--- config.mk ---
export PLATFORM = sky130hd
export DESIGN_NAME = uart_tx_fifo
export DESIGN_NICKNAME = d
export VERILOG_FILES = /design/src/rtl/uart_pkg.sv /design/src/rtl/uart_sync_fifo.sv /design/src/rtl/uart_tx_fifo.sv
export SDC_FILE = /design/constraint.sdc
export NUM_CORES = 1
export LEC_CHECK = 0
export BUFFER_PORTS_ARGS = -buffer_cell sky130_fd_sc_hd__buf_2
export CORE_UTILIZATION = 55
export CTS_BUF_LIST = sky130_fd_sc_hd__clkbuf_8
export DETAILED_ROUTE_END_ITERATION = 12
export PLACE_DENSITY = 0.72
export SLEW_MARGIN = 10
export SYNTH_ARGS = -nofsm -noshare
export SYNTH_HDL_FRONTEND = slang
export SYNTH_HIERARCHICAL = 1
export SYNTH_SLANG_ARGS = --single-unit
--- constraint.sdc ---
create_clock -name clockIN -period 7.33 [get_ports clockIN]
set_input_delay 0.3665 -clock clockIN [delete_from_list [all_inputs] [get_ports clockIN]]
set_output_delay 0.3665 -clock clockIN [all_outputs]
set_load 0.01 [all_outputs]
--- src/rtl/uart_pkg.sv ---
// uart_pkg: parity codes, FSM encoding and baud divisor shared by the UART TX and RX blocks
package uart_pkg;
    localparam int PARITY_NONE = 0;
    localparam int PARITY_ODD  = 1;
    localparam int PARITY_EVEN = 2;

    typedef enum logic [2:0] {ST_IDLE, ST_START, ST_DATA, ST_PARITY, ST_STOP} uart_state_e;

    function automatic int baud_div(input int clk_hz, input int baud);
        return clk_hz / baud;
    endfunction
endpackage

--- src/rtl/uart_sync_fifo.sv ---
// uart_sync_fifo: single-clock first-word-out FIFO; writes to a full FIFO are refused even with a pop
module uart_sync_fifo #(
    parameter int WIDTH = 8,
    parameter int DEPTH = 16
) (
    input  logic                     clockIN,
    input  logic                     nTxResetIN,
    input  logic                     i_wr,
    input  logic [WIDTH-1:0]         i_data,
    input  logic                     i_rd,
    output logic [WIDTH-1:0]         o_data,
    output logic                     o_full,
    output logic                     o_empty,
    output logic [$clog2(DEPTH):0]   o_level
);
    localparam int AW = $clog2(DEPTH);
    localparam int LW = AW + 1;

    logic [WIDTH-1:0] r_mem [DEPTH];
    logic [AW-1:0]    r_wr_ptr;
    logic [AW-1:0]    r_rd_ptr;
    logic [LW-1:0]    r_level;
    logic             w_wr;
    logic             w_rd;

    assign o_full  = r_level == LW'(DEPTH);
    assign o_empty = r_level == '0;
    assign o_level = r_level;
    assign o_data  = r_mem[r_rd_ptr];
    assign w_wr    = i_wr && !o_full;
    assign w_rd    = i_rd && !o_empty;

    always_ff @(posedge clockIN or negedge nTxResetIN) begin
        if (!nTxResetIN) begin
            r_wr_ptr <= '0;
            r_rd_ptr <= '0;
            r_level  <= '0;
        end else begin
            if (w_wr) r_wr_ptr <= r_wr_ptr + AW'(1);
            if (w_rd) r_rd_ptr <= r_rd_ptr + AW'(1);
            r_level <= r_level + LW'(w_wr) - LW'(w_rd);
        end
    end

    always_ff @(posedge clockIN) begin
        if (w_wr) r_mem[r_wr_ptr] <= i_data;
    end
endmodule

--- src/rtl/uart_tx_fifo.sv ---
// uart_tx_fifo: FIFO-buffered UART transmitter with clock-enable baud timing and registered line output
module uart_tx_fifo
    import uart_pkg::*;
#(
    parameter int CLOCK_FREQUENCY = 50_000_000,
    parameter int BAUD_RATE       = 9600,
    parameter int DATA_BITS       = 8,
    parameter int PARITY          = 0,
    parameter int STOP_BITS       = 1,
    parameter int FIFO_DEPTH      = 16
) (
    input  logic                          clockIN,
    input  logic                          nTxResetIN,
    input  logic [DATA_BITS-1:0]          txDataIN,
    input  logic                          txLoadIN,
    output logic                          txReadyOUT,
    output logic                          txIdleOUT,
    output logic [$clog2(FIFO_DEPTH):0]   txLevelOUT,
    output logic                          txOverflowOUT,
    output logic                          txOUT
);
    localparam int BAUD_DIV = baud_div(CLOCK_FREQUENCY, BAUD_RATE);
    localparam int CW       = $clog2(BAUD_DIV);
    localparam int BW       = 4;

    if (BAUD_DIV < 2 || DATA_BITS < 5 || DATA_BITS > 9 || PARITY < 0 || PARITY > PARITY_EVEN ||
        (STOP_BITS != 1 && STOP_BITS != 2) || FIFO_DEPTH < 2 ||
        (FIFO_DEPTH & (FIFO_DEPTH - 1)) != 0) begin : g_bad_params
        $error("uart_tx_fifo: illegal parameter combination");
    end

    uart_state_e          r_state, w_state_n;
    logic [CW-1:0]        r_cnt, w_cnt_n;
    logic [BW-1:0]        r_bits, w_bits_n;
    logic [DATA_BITS-1:0] r_shift, w_shift_n;
    logic                 r_par, w_par_n;
    logic                 r_tx, w_tx_n;
    logic                 r_idle;
    logic                 r_ovf;
    logic                 w_tick, w_start, w_pop, w_empty, w_full;
    logic [DATA_BITS-1:0] w_head;

    uart_sync_fifo #(.WIDTH(DATA_BITS), .DEPTH(FIFO_DEPTH)) u_fifo (
        .clockIN    (clockIN),
        .nTxResetIN (nTxResetIN),
        .i_wr       (txLoadIN),
        .i_data     (txDataIN),
        .i_rd       (w_pop),
        .o_data     (w_head),
        .o_full     (w_full),
        .o_empty    (w_empty),
        .o_level    (txLevelOUT)
    );

    assign w_tick        = r_cnt == CW'(BAUD_DIV - 1);
    assign w_start       = !w_empty && (r_state == ST_IDLE || (r_state == ST_STOP && w_tick && r_bits == '0));
    assign w_pop         = w_start;
    assign txReadyOUT    = !w_full;
    assign txIdleOUT     = r_idle;
    assign txOverflowOUT = r_ovf;
    assign txOUT         = r_tx;

    always_ff @(posedge clockIN or negedge nTxResetIN) begin
        if (!nTxResetIN) begin
            r_state <= ST_IDLE;
            r_cnt   <= '0;
            r_bits  <= '0;
            r_shift <= '0;
            r_par   <= 1'b0;
            r_tx    <= 1'b1;
            r_idle  <= 1'b1;
            r_ovf   <= 1'b0;
        end else begin
            r_state <= w_state_n;
            r_cnt   <= w_cnt_n;
            r_bits  <= w_bits_n;
            r_shift <= w_shift_n;
            r_par   <= w_par_n;
            r_tx    <= w_tx_n;
            r_idle  <= w_state_n == ST_IDLE && w_empty && !txLoadIN;
            r_ovf   <= txLoadIN && w_full;
        end
    end

    always_comb begin
        w_state_n = r_state;
        w_cnt_n   = r_state == ST_IDLE ? r_cnt : (w_tick ? '0 : r_cnt + CW'(1));
        w_bits_n  = r_bits;
        w_shift_n = r_shift;
        w_par_n   = r_par;
        w_tx_n    = r_tx;
        case (r_state)
            ST_START: if (w_tick) begin
                w_state_n = ST_DATA;
                w_tx_n    = r_shift[0];
                w_shift_n = r_shift >> 1;
                w_bits_n  = BW'(DATA_BITS - 1);
            end
            ST_DATA: if (w_tick) begin
                w_state_n = r_bits != '0 ? ST_DATA : (PARITY != PARITY_NONE ? ST_PARITY : ST_STOP);
                w_tx_n    = r_bits != '0 ? r_shift[0] : (PARITY != PARITY_NONE ? r_par : 1'b1);
                w_shift_n = r_shift >> 1;
                w_bits_n  = r_bits != '0 ? r_bits - BW'(1) : BW'(STOP_BITS - 1);
            end
            ST_PARITY: if (w_tick) begin
                w_state_n = ST_STOP;
                w_tx_n    = 1'b1;
                w_bits_n  = BW'(STOP_BITS - 1);
            end
            ST_STOP: if (w_tick) begin
                w_state_n = r_bits == '0 ? ST_IDLE : ST_STOP;
                w_bits_n  = r_bits == '0 ? r_bits : r_bits - BW'(1);
            end
            default: ;
        endcase
        // IDLE with data and a STOP ending with data share one frame launch
        if (w_start) begin
            w_state_n = ST_START;
            w_cnt_n   = '0;
            w_tx_n    = 1'b0;
            w_shift_n = w_head;
            w_par_n   = ^w_head ^ (PARITY == PARITY_ODD);
        end
    end
endmodule
==> run metrics, run 1 <==
grt total ovfl 0; register area share after synthesis 0.639; TritonCTS clock tree built; Post-CTS Setup Inserts 0; CTS Hold Bufs 0; R2R Path End u_fifo/o_level[4]; Leak Pwr 0.00316 uW; Die Wd 121 um; maximum vdd drop 0.224 mV; EDFF count, synth 128; first-pass GRT wire length 23000 um; Max Fclk 267 MHz; final setup skew 0.0129 ns; Syn Nets 547; Slowest cell on crit path nor4b_2; Die H 121 um; fillers 975; vias in the first global route 4310; number of inserted diodes 0; DP HPWL 9560 um; Tmin final 3.75 ns; Data arrival, critical path 4.12 ns; fraction of registers with async set/reset 0.256; drt initial violations 436; relative slew slack 0.291; Slew Limit Fails 0; CP Data Required Time 7.70 ns; r2r worst-path depth 15; RSZ-0062 raised after global routing no; Netlist cell types 65; Multi-input gate area 2490 um2; family with the most delay on the worst path simple AND/OR/NAND/NOR gates; CP Depth 15; Reg clk slew, reported paths 0.09 ns; P per Cell Area 255 nW/um2; Post-Syn Area 7740 um2; CTS sink cnt 172; Setup CP Type register to register; period utilization 0.511; Post-Synthesis Cells 521; Layout Nets 559; GRT Total Usage 0.214; fin area 8250 um2; routability cong. 0.849; final wirelength 14200 um; initial antenna violation count 0; ordered list of cells on the worst path inv_1 > ha_1 > nor4b_2 > or3_1 > or2_1 > inv_1 > nor2b_1 > ha_1 > inv_1 > ha_1 > fa_1 > a21oi_1 > nor2_1 > nor2_1 > xnor2_1; Starting Density 0.573; area grow syn2layout 6.61%; DRC Markers 0; Post-CTS Resized 0; core area 13500 um2; pin count of the biggest net entering global routing 45; CP peak stage delay 0.56 ns; crit end category register; IO Port Bufs 19; share of post-route cells with drive strength above 1 0.181; status finished, final reports clean; Final Hold Fails 0; Critical R2R Launch u_fifo/o_level[2]; CTS Buffer Depth 2; Avg Inst Size Synth 14.9 um2; CP Launch Type register; Post-Place Cell Area 7880 um2; post-route ant nets 0; number of clock buffers inserted by TritonCTS 17; worst-path fanout max 10; setup slack, reg-to-reg 3.58 ns; Register Area 4950 um2; setup total negative slack 0 ns; clock root buffer clkbuf_8; hold crit path type input pin to async pin; Pwr Total 2110 uW; Worst Path Buf+Inv 3; Worst-Margin Slew 1.06 ns; Skew-Pair Late Insertion Delay 0.45 ns; Final Setup Violations 0; vias after detailed routing 4465; Syn. warnings 6; TritonRoute pass-1 iters 5; IO Pins 20; htree depth 4; post-DR vias/cell 6.18; Die ar. 14500 um2; Synth Register Bits 172; Rows 42; max-cap violation count 0; Main synth FF type edfxtp_1; WL/cell 19.7 um
-- cell usage after synthesis, types with 9 or more instances --
cell type  instances  area share
xor2_1            10       0.011
ha_1              14       0.023
nor3_1            10      0.0065
buf_6              9       0.013
and2_1            10      0.0081
dfrtp_1           42        0.14
clkbuf_1          11      0.0053
mux2i_1           35       0.045
a21oi_1           11      0.0071
edfxtp_1         128        0.50
inv_1             19      0.0092
a221oi_2           9       0.017
nand2_1           20      0.0097
o21ai_0           29       0.019
mux4_2            16       0.047
nand3_1           14      0.0091
nor2_1            19      0.0092
-- area by class of cell --
cell class,instances,area share
Clock inverter,15,0.0170
Tap cell,176,0.0267
Timing Repair Buffer,25,0.0170
Clock buffer,17,0.0284
Sequential cell,172,0.600
Multi-Input combinational cell,296,0.302
Inverter,21,0.00955
-- cell usage in the layout, fill, tap and decap left out, drive strengths merged, types with 14 or more instances in the layout --
cell type,instances
mux4,16
o21ai,29
a221oi,17
mux2i,35
ha,14
nand2,20
clkbuf,17
nand3,14
inv,25
edfxtp,128
dfrtp,42
nor2,19
buf,25
-- logic make-up (layout without fill, tap and decap cells) --
logic type | after synthesis | in the layout | synth area share
xor+xnor | 18 | 18 | 0.0204
mux | 52 | 52 | 0.0933
simple gates | 122 | 122 | 0.0959
compound gates | 89 | 89 | 0.0868
flops | 172 | 172 | 0.639
buf+inv | 53 | 78 | 0.0391
fa+ha+maj | 15 | 15 | 0.0252
-- where the power goes --
group / internal [uW] / total, uW / switching, uW / leakage (uW)
Clock: 275 / 620 / 345 / 0.000187
Sequential: 1150 / 1200 / 50.6 / 0.00170
Combinational: 113 / 286 / 173 / 0.00127
Total: 1540 / 2110 / 568 / 0.00316
-- worst register-to-register path: stages (launching register included) --
cell     delay (ns)
dfrtp_1        0.40
inv_1          0.08
ha_1           0.16
nor4b_2        0.56
or3_1          0.34
or2_1          0.36
inv_1          0.12
nor2b_1        0.22
ha_1           0.35
inv_1          0.04
ha_1           0.20
fa_1           0.41
a21oi_1        0.14
nor2_1         0.05
nor2_1         0.11
xnor2_1        0.13
-- registers in the layout (all words and copies together), names as in the netlist --
| name | cells |
|---|---|
| txOUT | 1 |
| r_shift | 8 |
| u_fifo/o_level | 5 |
| u_fifo/r_rd_ptr | 4 |
| r_cnt | 13 |
| u_fifo/r_wr_ptr | 4 |
| u_fifo/r_mem | 128 |
| txOverflowOUT | 1 |
| r_bits | 4 |
| txIdleOUT | 1 |
| r_state | 3 |
-- metal layers --
layer | vias up | part of all wire | track usage
li1 | 2033 | - | -
met1 | 2249 | 0.44 | 0.299
met2 | 155 | 0.47 | 0.319
met3 | 28 | 0.065 | 0.0472
met4 | 0 | 0.030 | 0.108
met5 | - | 0 | 0
-- stage by stage --
| stage | util | hold WS (ns) | setup slack [ns] | instances |
|---|---|---|---|---|
| 2_1_floorplan | - | 0.0709 | 4.04 | 521 |
| 3_3_place_gp | 0.583 | 0.517 | 3.79 | 690 |
| 3_5_place_dp | 0.583 | 0.525 | 3.67 | 690 |
| 4_1_cts | 0.611 | 0.0841 | 3.64 | 722 |
| 5_1_grt | 0.611 | 0.134 | 3.26 | 722 |
| 6_report | 0.611 | 0.0575 | 3.58 | 722 |
-- worst max-delay path by stage --
stage	startpoint	endpoint	slack, ns
5_1_grt	u_fifo/o_level[3]	u_fifo/o_level[4]	3.26
3_3_place_gp	u_fifo/o_level[3]	u_fifo/o_level[4]	3.79
6_report	u_fifo/o_level[2]	u_fifo/o_level[4]	3.58
4_1_cts	u_fifo/o_level[2]	u_fifo/o_level[4]	3.64
2_1_floorplan	u_fifo/o_level[3]	u_fifo/o_level[4]	4.04
3_5_place_dp	u_fifo/o_level[2]	u_fifo/o_level[4]	3.67
No activity file was read; power rests on OpenSTA's default activity.
==> run 2: changes to the inputs <==
Settings changed: ABC_AREA set to 1, PLACE_DENSITY 0.72 to 0.74.
Clock period 7.33 ns to 3.4 ns, I/O delays scaled along.
==> run 2 against run 1 <==
  * Final cell count increased by 47%
  * Clock power rose by 130%
  * Core utilization increased by 0.29 points
  * Critical path depth up 3
  * Die area is 3.4% higher
  * Clock skew increased by 0.0025 ns
  * First-iteration DRC count grew 4.8%
  * Highest routed layer unchanged
  * Hold slack improved by 0.045 ns
  * Clock-buffer cell count is the same
  * Combinational power rose by 120%
  * Via count increased by 21%
  * Power grew 120%
==> run metrics, run 2 <==
status finished, final reports clean; fillers 1179; Final Hold Fails 0; placed cell count 1029; EDFF count, synth 128; worst-path fanout max 19; Netlist cell types 29; Post-Place Cell Area 8210 um2; CTS Hold Bufs 2; area grow syn2layout 7.69%; Most common cell on crit path nand2_1; number of clock buffers inserted by TritonCTS 17; register area share after synthesis 0.618; crit end category register; Rows 43; M2 GR Usage 0.357; Final Setup Violations 0; htree depth 4; gr busiest metal met2; Reg clk slew, reported paths 0.09 ns; Final Util 0.614; xor/xnor share of the synthesized area 0.0175; Max Fclk 339 MHz; Starting Density 0.570; final setup skew 0.0154 ns; fin area 8620 um2; Post-Synthesis Cells 850; Int Pwr 3330 uW; Synth Register Bits 172; Switch Pwr 1260 uW; CP Launch Point r_cnt[1]; TritonCTS clock tree built; number of inserted diodes 0; share of post-route cells with drive strength above 1 0.0940; pin count of the biggest net entering global routing 59; Tmin final 2.95 ns; R2R Path End u_fifo/o_level[4]; post-route ant nets 0; drt initial violations 457; Syn. warnings 6; largest family of logic cells by synthesized area simple AND/OR/NAND/NOR gates; met1 GRT Util 0.318; Compound-Gate Fraction of Synth Area 0.0230; Yosys top cell by area edfxtp_1; commonest non-fill, non-tap cell in the layout nand2_1; GRT Total Usage 0.229; Die H 123 um; period utilization 0.869; most frequent cells in the layout nand2_1 (273), edfxtp_1 (128), nor2_1 (103), inv_1 (103), nand3_1 (70); CTS sink cnt 172; non-filler cells, final 1063; relative slew slack 0.343; hold crit path type input pin to register; Data arrival, critical path 3.30 ns; RSZ-0062 raised after global routing no; grt total ovfl 0; Sw Share 0.275; top-count cell post-synth nand2_1; Slew Limit Fails 0; P per Cell Area 532 nW/um2; core area 14000 um2; Synth top area share 0.480; Adder-Cell Fraction of Synth Area 0.0244; met3 usage 0.0544; routability cong. 0.807; final wirelength 15800 um; CP peak stage delay 0.41 ns; Post-Synth Simple-Gate Area 0.247; Critical R2R Launch r_cnt[1]; Die Wd 123 um; CP Data Required Time 3.75 ns; mux share of post-synthesis cell area 0; maximum vdd drop 0.428 mV; synth top area cells edfxtp_1 (48%), dfrtp_1 (13%), nand2_1 (13%); CTS Buffer Depth 2; Leak Pwr 0.00391 uW; vias in the first global route 4869; TritonRoute pass-1 iters 5; max-cap violation count 0; Slowest cell on crit path dfrtp_1; first-pass GRT wire length 25000 um; DRC Markers 0; Post-CTS Setup Inserts 0; Biggest register u_fifo/r_mem; post-DR vias/cell 5.09; Setup CP Type register to register; Skew-Pair Late Insertion Delay 0.46 ns; IO Port Bufs 19; initial antenna violation count 0; Gate power share 0.134; Avg Inst Size Synth 9.42 um2; Syn Nets 876; Layout Nets 896; max reg flops 128; CP endpoint u_fifo/o_level[4]; Post-CTS Resized 0; r2r worst-path depth 18; CP Launch Type register; ordered list of cells on the worst path ha_1 > nand2_1 > inv_1 > nand2_1 > nor2_4 > nand2_4 > nand2_4 > nand2_4 > inv_2 > nand2_1 > inv_1 > ha_1 > inv_1 > ha_1 > fa_1 > nand3_1 > nand2_1 > xor2_1; Clk pwr share 0.312; sequential power share 0.554; Post-synth top cells nand2_1 (273), edfxtp_1 (128), nor2_1 (103); DP HPWL 10200 um; vias after detailed routing 5412; IO Pins 20; largest registers u_fifo/r_mem x128, r_cnt x13, r_shift x8; Die ar. 15000 um2; Main synth FF type edfxtp_1; setup slack, reg-to-reg 0.45 ns; Worst-Margin Slew 0.986 ns; fraction of registers with async set/reset 0.256; clock root buffer clkbuf_8; WL/cell 14.9 um; Post-Syn Area 8000 um2; setup total negative slack 0 ns
==> run 2: cell count changes in the layout (fill, tap and decap cells not counted), moves of 9 or more <==
cell / before / now
inv_1: 19 / 103
mux4_2: 16 / 0
a221oi_2: 9 / 0
inv_2: 1 / 12
nand2_1: 20 / 273
and2_1: 10 / 0
nor2_1: 19 / 103
mux2i_1: 35 / 0
o21ai_0: 29 / 16
nand3_1: 14 / 70
==> run 2: power by group through the flow <==
stage / clock [uW] / combinational, uW / sequential, uW
finish: 1430 / 615 / 2540
global route: 1540 / 693 / 2560
CTS: 1460 / 617 / 2540
detailed placement: 0 / 610 / 2590
global placement: 0 / 597 / 2580
floorplan: 0 / 399 / 2580
==> run 2: logic make-up (layout without fill, tap and decap cells) <==
kind of cell / Yosys count / in the layout
buf+inv: 136 / 169
xor+xnor: 16 / 16
fa+ha+maj: 15 / 15
simple gates: 475 / 475
flops: 172 / 172
compound gates: 36 / 36
==> run 2: stage by stage <==
step / hold slack [ns] / power [uW] / setup slack (ns)
CTS: 0.0869 / 4620 / 0.442
global route: 0.0867 / 4790 / 0.207
finish: 0.102 / 4590 / 0.447
detailed placement: 0.408 / 3200 / 0.466
floorplan: -0.126 / 2980 / 0.755
global placement: 0.400 / 3180 / 0.515
==> run 2: cell type report <==
type	instances	area, um2	area share
flip-flops and latches	172	4950	0.574
clock inverters	15	160	0.0186
clock buffers	17	234	0.0271
repair buffers	23	130	0.0151
well taps	180	225	0.0261
multi-input cells	542	2490	0.289
inverters	114	428	0.0496
==> run 2: routing by layer <==
| layer | vias up | wire length (um) |
|---|---|---|
| li1 | 2745 | - |
| met1 | 2514 | 7260 |
| met2 | 140 | 7520 |
| met3 | 13 | 842 |
| met4 | 0 | 194 |
| met5 | - | 0 |
==> run 2: worst min path at each step <==
stage	cells after the start	startpoint	slack, ns	endpoint
2_1_floorplan	0	nTxResetIN	-0.13	r_bits[0]
3_3_place_gp	1	nTxResetIN	0.40	r_bits[2]
3_5_place_dp	1	nTxResetIN	0.41	r_bits[0]
4_1_cts	1	txDataIN[4]	0.09	u_fifo/r_mem[5][4]
5_1_grt	1	txDataIN[6]	0.09	u_fifo/r_mem[11][6]
6_report	1	txDataIN[4]	0.10	u_fifo/r_mem[5][4]
==> run 2: critical path, delay by kind of cell (launching register included) <==
family | cells | cell delay [ns]
XOR/XNOR | 1 | 0.14
buffers and inverters | 4 | 0.27
flip-flops | 1 | 0.41
AND/OR/NAND/NOR | 9 | 0.93
adder cells (fa/ha/maj) | 4 | 1.11
